**config.mk**
```make
export PLATFORM = sky130hd
export DESIGN_NAME = cnt_share_arb
export DESIGN_NICKNAME = d
export VERILOG_FILES = /design/src/rtl/cnt_share_arb.sv
export SDC_FILE = /design/constraint.sdc
export NUM_CORES = 1
export LEC_CHECK = 0
export CORE_MARGIN = 10
export CORE_UTILIZATION = 49
export DETAILED_ROUTE_END_ITERATION = 7
export MAX_ROUTING_LAYER = met4
export PLACE_DENSITY = 0.75
export SYNTH_ARGS = -nofsm -noshare
export SYNTH_HDL_FRONTEND = slang
export SYNTH_SLANG_ARGS = --single-unit
```
**constraint.sdc**
```tcl
create_clock -name clk -period 1.6 [get_ports clk]
set_input_delay 0.48 -clock clk [delete_from_list [all_inputs] [get_ports clk]]
set_output_delay 0.48 -clock clk [all_outputs]
set_load 0.05 [all_outputs]
```
**src/rtl/cnt_share_arb.sv**
```systemverilog
// cnt_share_arb
// Two requesters share one 3-bit up/down counter. A granted requester owns
// the counter for a run of 1-8 steps in its own direction. Contention is
// settled by alternating priority: the requester not granted last wins, and
// FIRST_PRIO wins the first contest after reset.
//
// Ports:
//   clk              rising-edge clock
//   rst              asynchronous active-high reset
//   req0/req1        requester wants the counter, held until done or withdrawn
//   dir0/dir1        1 = count up, 0 = count down
//   len0/len1        steps in the run, 1-7 literal, 0 means 8
//   gnt0/gnt1        registered grant, high for every step of the run
//   done0/done1      registered one-cycle pulse after a completed run
//   busy             high whenever the arbiter is not idle
//   y                shared counter value
module cnt_share_arb #(
  parameter int FIRST_PRIO = 0
) (
  input  logic       clk,
  input  logic       rst,
  input  logic       req0,
  input  logic       dir0,
  input  logic [2:0] len0,
  input  logic       req1,
  input  logic       dir1,
  input  logic [2:0] len1,
  output logic       gnt0,
  output logic       gnt1,
  output logic       done0,
  output logic       done1,
  output logic       busy,
  output logic [2:0] y
);

  typedef enum logic [1:0] {
    IDLE = 2'd0,
    RUN  = 2'd1,
    DONE = 2'd2
  } state_t;

  // The pointer holds the last grantee; resetting it to the other requester
  // makes FIRST_PRIO win the first contest.
  localparam logic LAST_RST = (FIRST_PRIO == 0) ? 1'b1 : 1'b0;

  state_t     state_r;
  logic [2:0] y_r;
  logic       dir_r;
  logic [3:0] rem_r;
  logic       owner_r;
  logic       last_r;
  logic       gnt0_r;
  logic       gnt1_r;
  logic       done0_r;
  logic       done1_r;
  logic       busy_r;

  logic       grant_s;
  logic       pick_s;
  logic [2:0] pick_len_s;
  logic [3:0] run_len_s;
  logic       owner_req_s;
  logic [2:0] y_next_s;

  // Arbitration and run setup values for the IDLE decision.
  always_comb begin
    grant_s    = req0 | req1;
    pick_s     = 1'b0;
    if (req0 && req1) begin
      pick_s = ~last_r;
    end else if (req1) begin
      pick_s = 1'b1;
    end else begin
      pick_s = 1'b0;
    end
    pick_len_s = pick_s ? len1 : len0;
    if (pick_len_s == 3'd0) begin
      run_len_s = 4'd8;
    end else begin
      run_len_s = {1'b0, pick_len_s};
    end
  end

  // Owner's live request and the next counter value (wraps modulo 8).
  always_comb begin
    owner_req_s = owner_r ? req1 : req0;
    if (dir_r) begin
      y_next_s = y_r + 3'd1;
    end else begin
      y_next_s = y_r - 3'd1;
    end
  end

  // Arbiter FSM with all outputs registered.
  always_ff @(posedge clk or posedge rst) begin
    if (rst) begin
      state_r <= IDLE;
      y_r     <= 3'd0;
      dir_r   <= 1'b0;
      rem_r   <= 4'd0;
      owner_r <= 1'b0;
      last_r  <= LAST_RST;
      gnt0_r  <= 1'b0;
      gnt1_r  <= 1'b0;
      done0_r <= 1'b0;
      done1_r <= 1'b0;
      busy_r  <= 1'b0;
    end else begin
      case (state_r)
        IDLE: begin
          done0_r <= 1'b0;
          done1_r <= 1'b0;
          if (grant_s) begin
            state_r <= RUN;
            busy_r  <= 1'b1;
            owner_r <= pick_s;
            gnt0_r  <= ~pick_s;
            gnt1_r  <= pick_s;
            dir_r   <= pick_s ? dir1 : dir0;
            rem_r   <= run_len_s;
          end else begin
            state_r <= IDLE;
          end
        end
        RUN: begin
          if (!owner_req_s) begin
            // Withdrawn: no step, no done pulse; DONE still records the owner.
            state_r <= DONE;
            gnt0_r  <= 1'b0;
            gnt1_r  <= 1'b0;
          end else begin
            y_r   <= y_next_s;
            rem_r <= rem_r - 4'd1;
            if (rem_r == 4'd1) begin
              state_r <= DONE;
              gnt0_r  <= 1'b0;
              gnt1_r  <= 1'b0;
              done0_r <= ~owner_r;
              done1_r <= owner_r;
            end else begin
              state_r <= RUN;
            end
          end
        end
        DONE: begin
          done0_r <= 1'b0;
          done1_r <= 1'b0;
          last_r  <= owner_r;
          state_r <= IDLE;
          busy_r  <= 1'b0;
        end
        default: begin
          state_r <= IDLE;
          gnt0_r  <= 1'b0;
          gnt1_r  <= 1'b0;
          done0_r <= 1'b0;
          done1_r <= 1'b0;
          busy_r  <= 1'b0;
        end
      endcase
    end
  end

  assign gnt0  = gnt0_r;
  assign gnt1  = gnt1_r;
  assign done0 = done0_r;
  assign done1 = done1_r;
  assign busy  = busy_r;
  assign y     = y_r;

endmodule

```
==> results.md, run 1 <==
- The kind of end point of the critical path is a register.
- The run finished with clean final reports.
- The count of antenna-violating nets left after detailed routing is 0.
- The total nets after synthesis is 115.
- The most common cell after layout, fill and taps aside is sky130_fd_sc_hd__dfrtp_1.
- The clock-pin slew on the worst setup and hold paths is 0.10 ns.
- Of the available clock period, the critical path in the final layout requires 0.938.
- The core region is 1780 um^2.
- The final setup violation count is 0.
- The post-placement cell count is 153.
- After legalization and detailed placement, the total HPWL measured 1770 um.
- Internal power comes to 1.52 mW.
- Clock latency on the worst-skew pair, taken at its later pin, is 0.30 ns.
- The number of primary I/O pins is 20.
- No sink is reached through more buffers than the 2 on the longest clock path.
- The Yosys step of the flow raised 0 warnings.
- The die area is 4080 um^2.
- The final-stage net count is 148.
- In the final layout, the multi-input gates occupy 478 um^2.
- The die is 63.9 um tall.
- Buffers placed on the I/O ports in this run total 19.
- Leaving out fill and tap cells, the most frequent cells in the layout are 16 x sky130_fd_sc_hd__dfrtp_1, 12 x sky130_fd_sc_hd__nor2_1, 12 x sky130_fd_sc_hd__nand2_1, 12 x sky130_fd_sc_hd__buf_4, 9 x sky130_fd_sc_hd__clkdlybuf4s50_1.
- At the end of routability-driven placement, the weighted congestion stood at 0.805.
- The maximum clock frequency is 667 MHz.
- The worst path needs 1.50 ns of the cycle, external delays included.
- The CTS sink count is 17.
- The fraction of registers with async set/reset is 1.00.
- The count of final max-slew check failures came to 0.
- The first-pass GRT wire length is 3890 um.
- The via count of the first global-routing pass is 857.
- The number of hold violations in the final report is 0.
- Summed over all failing endpoints, the final setup total negative slack is 0 ns.
- The clock skew after layout is 0.00144 ns.
- For this block, the routed nets add up to 2200 um of wire.
- The total overflow left after global routing is 0.
- The relative contribution of sequential cells to total power is 0.330.
- In this run the critical register-to-register path is launched from rem_r[1].
- The switching share of power is 0.439.
- The routed wirelength normalized by instance count is 14.0 um.
- For the worst setup path, the data required time is 1.79 ns.
- The type of the setup path with the least slack is register to register.
- OpenSTA, run right after detailed placement, puts the worst setup slack at -0.372 ns.
- The final-layout fill cell count is 118.
- The remaining routing DRC violations is 0.
- Across all setup checks in the final design, the least slack found is 0.0996 ns.
- Setup repair after global routing left no endpoint under its margin.
- The number of enable flip-flop cells after synthesis is 0.
- In this run the critical register-to-register path is captured at gnt0.
- The via count is 799.
- The worst-margin pin slew is 0.395 ns.
- The finished layout holds 157 standard cells, fillers aside.
- Measured against its own limit, the worst slew margin works out to 0.737.
- The mean area per synthesized cell is 9.45 um^2.
- The critical path data arrival time is 1.69 ns.
- The initial utilization of the core area, before any placement, comes to 0.530.
- In this run the worst hold path is classified as input pin to asynchronous set/reset pin.
- The initial antenna violation count is 0.
- The largest fanout on the critical path is 3.
- The worst setup path is launched from a register.
- The floorplan step set the die width to 63.9 um.
- The cell count after synthesis came out at 100.
- The destination of the critical timing path is gnt0.
- TritonCTS built the clock tree.
- The share of total power dissipated in combinational logic is 0.582.
- Across all register-to-register paths, the minimum setup slack is 0.1 ns.
- In this run the static leakage power is 0.631 nW.
- The number of levels in the clock H-tree is 1.
- Summed over all nets, the switching power comes to 1.19 mW.
- Entering global routing, the biggest net connects 18 pins.
- The total power draw is 2.70 mW.
- 0 antenna diodes ended up in the layout.
- In the synthesized netlist the dominant register cell turns out to be sky130_fd_sc_hd__dfrtp_1.
- The share of total power dissipated in the clock network is 0.088.
- The root buffer cell chosen for the clock tree is sky130_fd_sc_hd__clkbuf_4.
- The sequential cells in the finished layout cover a total of 427 um^2.
- Using the TritonRoute via totals, the vias-per-cell ratio works out to 5.09.
- Buffers inserted to repair hold after CTS numbered 0.
- Before antenna repair, the detailed router went through 4 iterations.
- The count of max-cap constraint violations is 0.
- TritonCTS created 3 clock buffers.
- The number of library cell types mapped by synthesis is 29.
- In this run the power density over the cells is 2000 nW/um^2.
- The worst setup path startpoint is rem_r[1].
- The maximum vdd ir drop is 1.18 mV.
- The post-synthesis instance area is 945 um^2.
- The global-route total usage across every layer is 0.120.
- Of the synthesized area, sequential elements account for 0.452.
- In this run, synthesis produced a sequential element count of 17.
- The total number of placement rows is 15.
- The ratio of cells with drive above 1 in the final layout is 0.242.
- Counting cells, the worst reg-to-reg path comes to 7.
- The first routing iteration left 21 violations.
- From synthesis to final layout, the design area changed by 43.0%.
power by group through the flow:
stage	logic, mW	clock network [mW]	registers (mW)
after floorplan	0.727	0	1.06
after global placement	1.53	0	0.890
after detailed placement	1.57	0	0.903
after CTS	1.58	0.248	0.891
after global routing	1.70	0.263	0.923
final	1.57	0.237	0.892
per-stage QoR:
| stage | utilization | hold WS, ns | cell area (um^2) |
|---|---|---|---|
| floorplan | - | 0.405 | 945 |
| global route | 0.758 | 0.498 | 1350 |
| global placement | 0.742 | 0.498 | 1320 |
| finish | 0.758 | 0.476 | 1350 |
| detailed placement | 0.742 | 0.508 | 1320 |
| CTS | 0.756 | 0.471 | 1350 |
synth_stat cells, types with 2 or more instances:
library cell	instances	area share
sky130_fd_sc_hd__buf_2	2	0.011
sky130_fd_sc_hd__dfrtp_1	16	0.42
sky130_fd_sc_hd__nand2b_1	3	0.020
sky130_fd_sc_hd__nand2_1	12	0.048
sky130_fd_sc_hd__inv_1	7	0.028
sky130_fd_sc_hd__xnor2_1	2	0.019
sky130_fd_sc_hd__ha_1	2	0.026
sky130_fd_sc_hd__a21oi_1	5	0.026
sky130_fd_sc_hd__o21ai_1	3	0.016
sky130_fd_sc_hd__mux2_2	4	0.048
sky130_fd_sc_hd__mux2i_1	3	0.032
sky130_fd_sc_hd__nor3_1	4	0.021
sky130_fd_sc_hd__o21ai_0	7	0.037
sky130_fd_sc_hd__a22oi_1	2	0.016
sky130_fd_sc_hd__nor2_1	12	0.048
sky130_fd_sc_hd__nor3b_1	3	0.024
worst min-delay path by stage:
| stage | start | end | depth (start not counted) |
|---|---|---|---|
| floorplan | rst | busy | 1 |
| finish | rst | gnt0 | 3 |
| global placement | last_r | last_r | 2 |
| global route | rst | dir_r | 3 |
| detailed placement | rem_r[3] | rem_r[3] | 1 |
| CTS | rst | done1 | 3 |
logic make-up (layout without fill, tap and decap cells):
group,Yosys count,in the layout,synth area share
compound gates,24,24,0.176
xor+xnor,3,3,0.0278
fa+ha+maj,3,3,0.0477
buf+inv,10,42,0.0424
flops,17,17,0.452
mux,7,7,0.0795
simple gates,36,36,0.175
what timing repair did:
action,in CTS,in global routing
gates resized for setup,2,1
pin swaps,1,0
gates cloned,0,0
setup buffers,0,0
setup endpoints to repair,6,5
sequential cells by signal, indices dropped and copies added (netlist names):
signal   count
y            3
done0        1
done1        1
last_r       1
dir_r        1
rem_r        4
gnt1         1
state_r      2
owner_r      1
gnt0         1
busy         1
routing by layer:
| metal | GRT usage | share of wire | vias to the layer above |
|---|---|---|---|
| met4 | 0.0492 | 0.017 | 0 |
| met5 | - | 0 | - |
| met1 | 0.133 | 0.45 | 372 |
| met2 | 0.192 | 0.49 | 15 |
| met3 | 0.0401 | 0.046 | 5 |
| li1 | - | - | 407 |
final cells by class:
| type | instances | share of cell area |
|---|---|---|
| Inverter | 7 | 0.0194 |
| Clock inverter | 1 | 0.00370 |
| Sequential cell | 17 | 0.316 |
| Tap cell | 25 | 0.0231 |
| Clock buffer | 3 | 0.0167 |
| Timing Repair Buffer | 31 | 0.268 |
| Multi-Input combinational cell | 73 | 0.354 |
worst max-delay path, stage by stage (launching register included):
cell and delay [ns]:
sky130_fd_sc_hd__dfrtp_1 0.41, sky130_fd_sc_hd__inv_1 0.08, sky130_fd_sc_hd__ha_1 0.13, sky130_fd_sc_hd__nor3b_1 0.28
sky130_fd_sc_hd__nor3_1 0.09, sky130_fd_sc_hd__buf_4 0.15, sky130_fd_sc_hd__a21oi_1 0.16, sky130_fd_sc_hd__o21ai_1 0.09
No activity file was read; power rests on OpenSTA's default activity.
==> run 2, diff against run 1 <==
GPL_TIMING_DRIVEN = 0   (was default)
==> results.md, run 2 (same netlist as run 1, synthesis figures left out) <==
- The flow ran to the end, and the final reports show no timing, DRC or antenna violations.
- The leakage power is 0.540 nW (-15%).
- The post-placement cell count is 143 (-6.5%).
- The register ranked first by flip-flop count is rem_r.
- The element type at the critical path start is a register.
- The die area is 4080 um^2 (unchanged).
- Walking the worst path, the cells encountered are clkdlybuf4s15_2.
- The number of primary I/O pins is 20 (unchanged).
- The maximum number of pins on one net before global-route repair is 18 (unchanged).
- The final antenna diode count came to 0 (unchanged).
- The via count is 774 (-3.1%).
- The number of hold violations in the final report was 0 (unchanged).
- The final weighted congestion of routability-driven global placement is 0.817 (+1.4%).
- The area added between synthesis and finish is 26.5%.
- The clock tree buffer depth is 2 (unchanged).
- The count of max-cap constraint violations is 0 (unchanged).
- The worst path required time is 1.12 ns (-0.67 ns).
- The total number of placement rows is 15 (unchanged).
- The TritonCTS clock tree is done.
- The global-route total usage across every layer was 0.108 (-0.0119).
- The library cells used most frequently in the layout, excluding fill and tap cells, are 16 x sky130_fd_sc_hd__dfrtp_1, 12 x sky130_fd_sc_hd__nor2_1, 12 x sky130_fd_sc_hd__nand2_1.
- The total length of routed wires is 2080 um (-5.6%).
- Setup repair after global routing left no endpoint under its margin.
- The largest fanout on the critical path came to 3 (unchanged).
- The number of design-rule violations left by the first detailed-router iteration is 9 (-57%).
- The count of buffer and inverter cells on the critical path is 1 (-1).
- The maximum vdd ir drop was 1.06 mV (-10%).
- The final period utilization is 0.963 (+0.0249).
- The worst-margin pin slew is 0.660 ns (+0.266 ns).
- The floorplan die height is 63.9 um (unchanged).
- The kind of cell adding the most delay to the critical path is flip-flops.
- The clock latency at the later pin of the worst-skew pair was 0.28 ns (-0.02 ns).
- The critical path data arrival time is 1.06 ns (-0.63 ns).
- Tracing the worst setup path back leads to its startpoint at done1.
- The CTS sink count is 17 (unchanged).
- The maximum clock frequency was 649 MHz (-2.6%).
- The worst setup path is of the register to output pin kind.
- The headroom to the max-slew limit came to 0.559 (-0.177).
- The horizontal die dimension is 63.9 um (unchanged).
- The final-layout fill cell count was 141 (+19%).
- The highest cell delay on the worst timing path was 0.39 ns (-0.02 ns).
- The number of flip-flops under the largest register name was 4 (unchanged).
- The number of standard cells in the final layout excluding fillers is 148 (-5.7%).
- The clock-pin slew on the worst setup and hold paths came to 0.10 ns (about the same).
- The source of the worst hold timing path is y[2].
- The final HPWL from detailed placement came to 1560 um (-12%).
- The via count of the first global-routing pass came to 744 (-13%).
- The total CTS buffers came to 3 (unchanged).
- The count of final max-slew check failures was 0 (unchanged).
- The remaining routing DRC violations is 0 (unchanged).
- The areal power density over the cells is 1990 nW/um^2 (-0.32%).
- The total power draw is 2.38 mW (-12%).
- The number of levels in the clock H-tree is 1 (unchanged).
- The first-pass GRT wire length is 3510 um (-9.9%).
- Leaving out fill and tap cells, the most frequent cell in the layout is sky130_fd_sc_hd__dfrtp_1.
- The path category of the worst min-delay check is register to register.
- The clock period minus final worst setup slack is 1.54 ns (+0.0398 ns).
- The initial antenna violation count was 0 (unchanged).
- The hold-fix buffer count after cts is 0 (unchanged).
- The ratio of cells with drive above 1 in the final layout came to 0.203 (-0.0392).
- The clock skew after layout is 0.00694 ns (+0.00550 ns).
- The root buffer selected by CTS is sky130_fd_sc_hd__clkbuf_4.
- The slowest library cell on the worst path is sky130_fd_sc_hd__dfrtp_1.
- The total of buffers placed on input and output ports is 18 (-1).
- The count of antenna-violating nets left after detailed routing was 0 (unchanged).
- The final setup violation count was 0 (unchanged).
- The count of TritonRoute iterations in the first routing pass is 4 (unchanged).
- The final-stage net count came to 139 (-6.1%).
- The routed via count divided by cell count was 5.23 (+2.8%).
- The core box area is 1780 um^2 (unchanged).
- The worst setup path is captured at an output pin.
- The startpoint identified for the worst register-to-register timing path is state_r[0].
- The initial core utilization came to 0.530 (unchanged).
- The routed wirelength normalized by instance count was 14.0 um (+0.19%).
- The aggregate global routing overflow is 0 (unchanged).
run 2: cell count changes in the layout (fill, tap and decap cells not counted), moves of 2 or more:
| cell | delta |
|---|---|
| sky130_fd_sc_hd__buf_12 | -8 |
| sky130_fd_sc_hd__buf_2 | +4 |
| sky130_fd_sc_hd__buf_4 | -11 |
| sky130_fd_sc_hd__clkbuf_2 | +2 |
| sky130_fd_sc_hd__clkdlybuf4s15_2 | +6 |
run 2: worst paths after layout:
| kind | to | slack [ns] | cells past startpoint |
|---|---|---|---|
| min in group asynchronous | y[2] | 0.58 | 2 |
| worst max-delay path | done1 | 0.06 | 1 |
| worst max register to register | y[1] | 0.16 | 4 |
| worst min-delay path | y[2] | 0.47 | 1 |
| worst min register to register | y[2] | 0.47 | 1 |
| max in group asynchronous | state_r[1] | 0.60 | 2 |
run 2: what timing repair did:
action / in CTS / in global routing
setup endpoints to repair: 19 / 7
resized for setup: 28 / 7
buffers inserted: 1 / 0
run 2: stage by stage:
step	setup TNS (ns)	hold slack [ns]	utilization	cell area [um^2]	worst slack (ns)
after floorplan	0	0.405	-	945	0.0602
after CTS	0	0.480	0.672	1200	0.0171
after detailed placement	-5.19	0.465	0.648	1160	-0.621
after global routing	0	0.491	0.670	1190	0.0250
after global placement	-5.00	0.460	0.648	1160	-0.622
final	0	0.472	0.670	1190	0.0598
run 2: layout make-up:
type                    instances  area (um^2)  area share
inverters                       7         26.3      0.0220
repair buffers                 19          180       0.151
clock buffers                   4         26.3      0.0220
well taps                      25         31.3      0.0262
plain buffers                   3         15.0      0.0126
multi-input cells              73          489       0.409
flip-flops and latches         17          427       0.357
run 2: per-layer routing:
| layer | wire length, um | share of wire | vias up | track usage |
|---|---|---|---|---|
| li1 | - | - | 389 | - |
| met1 | 964 | 0.46 | 375 | 0.129 |
| met2 | 1030 | 0.50 | 8 | 0.170 |
| met3 | 71 | 0.034 | 2 | 0.0261 |
| met4 | 9 | 0.0043 | 0 | 0.0410 |
| met5 | 0 | 0 | - | - |
run 2: report_power, final:
group	internal (mW)	switching, mW
logic	0.524	0.797
registers	0.636	0.199
clock network	0.0966	0.129
total	1.26	1.13
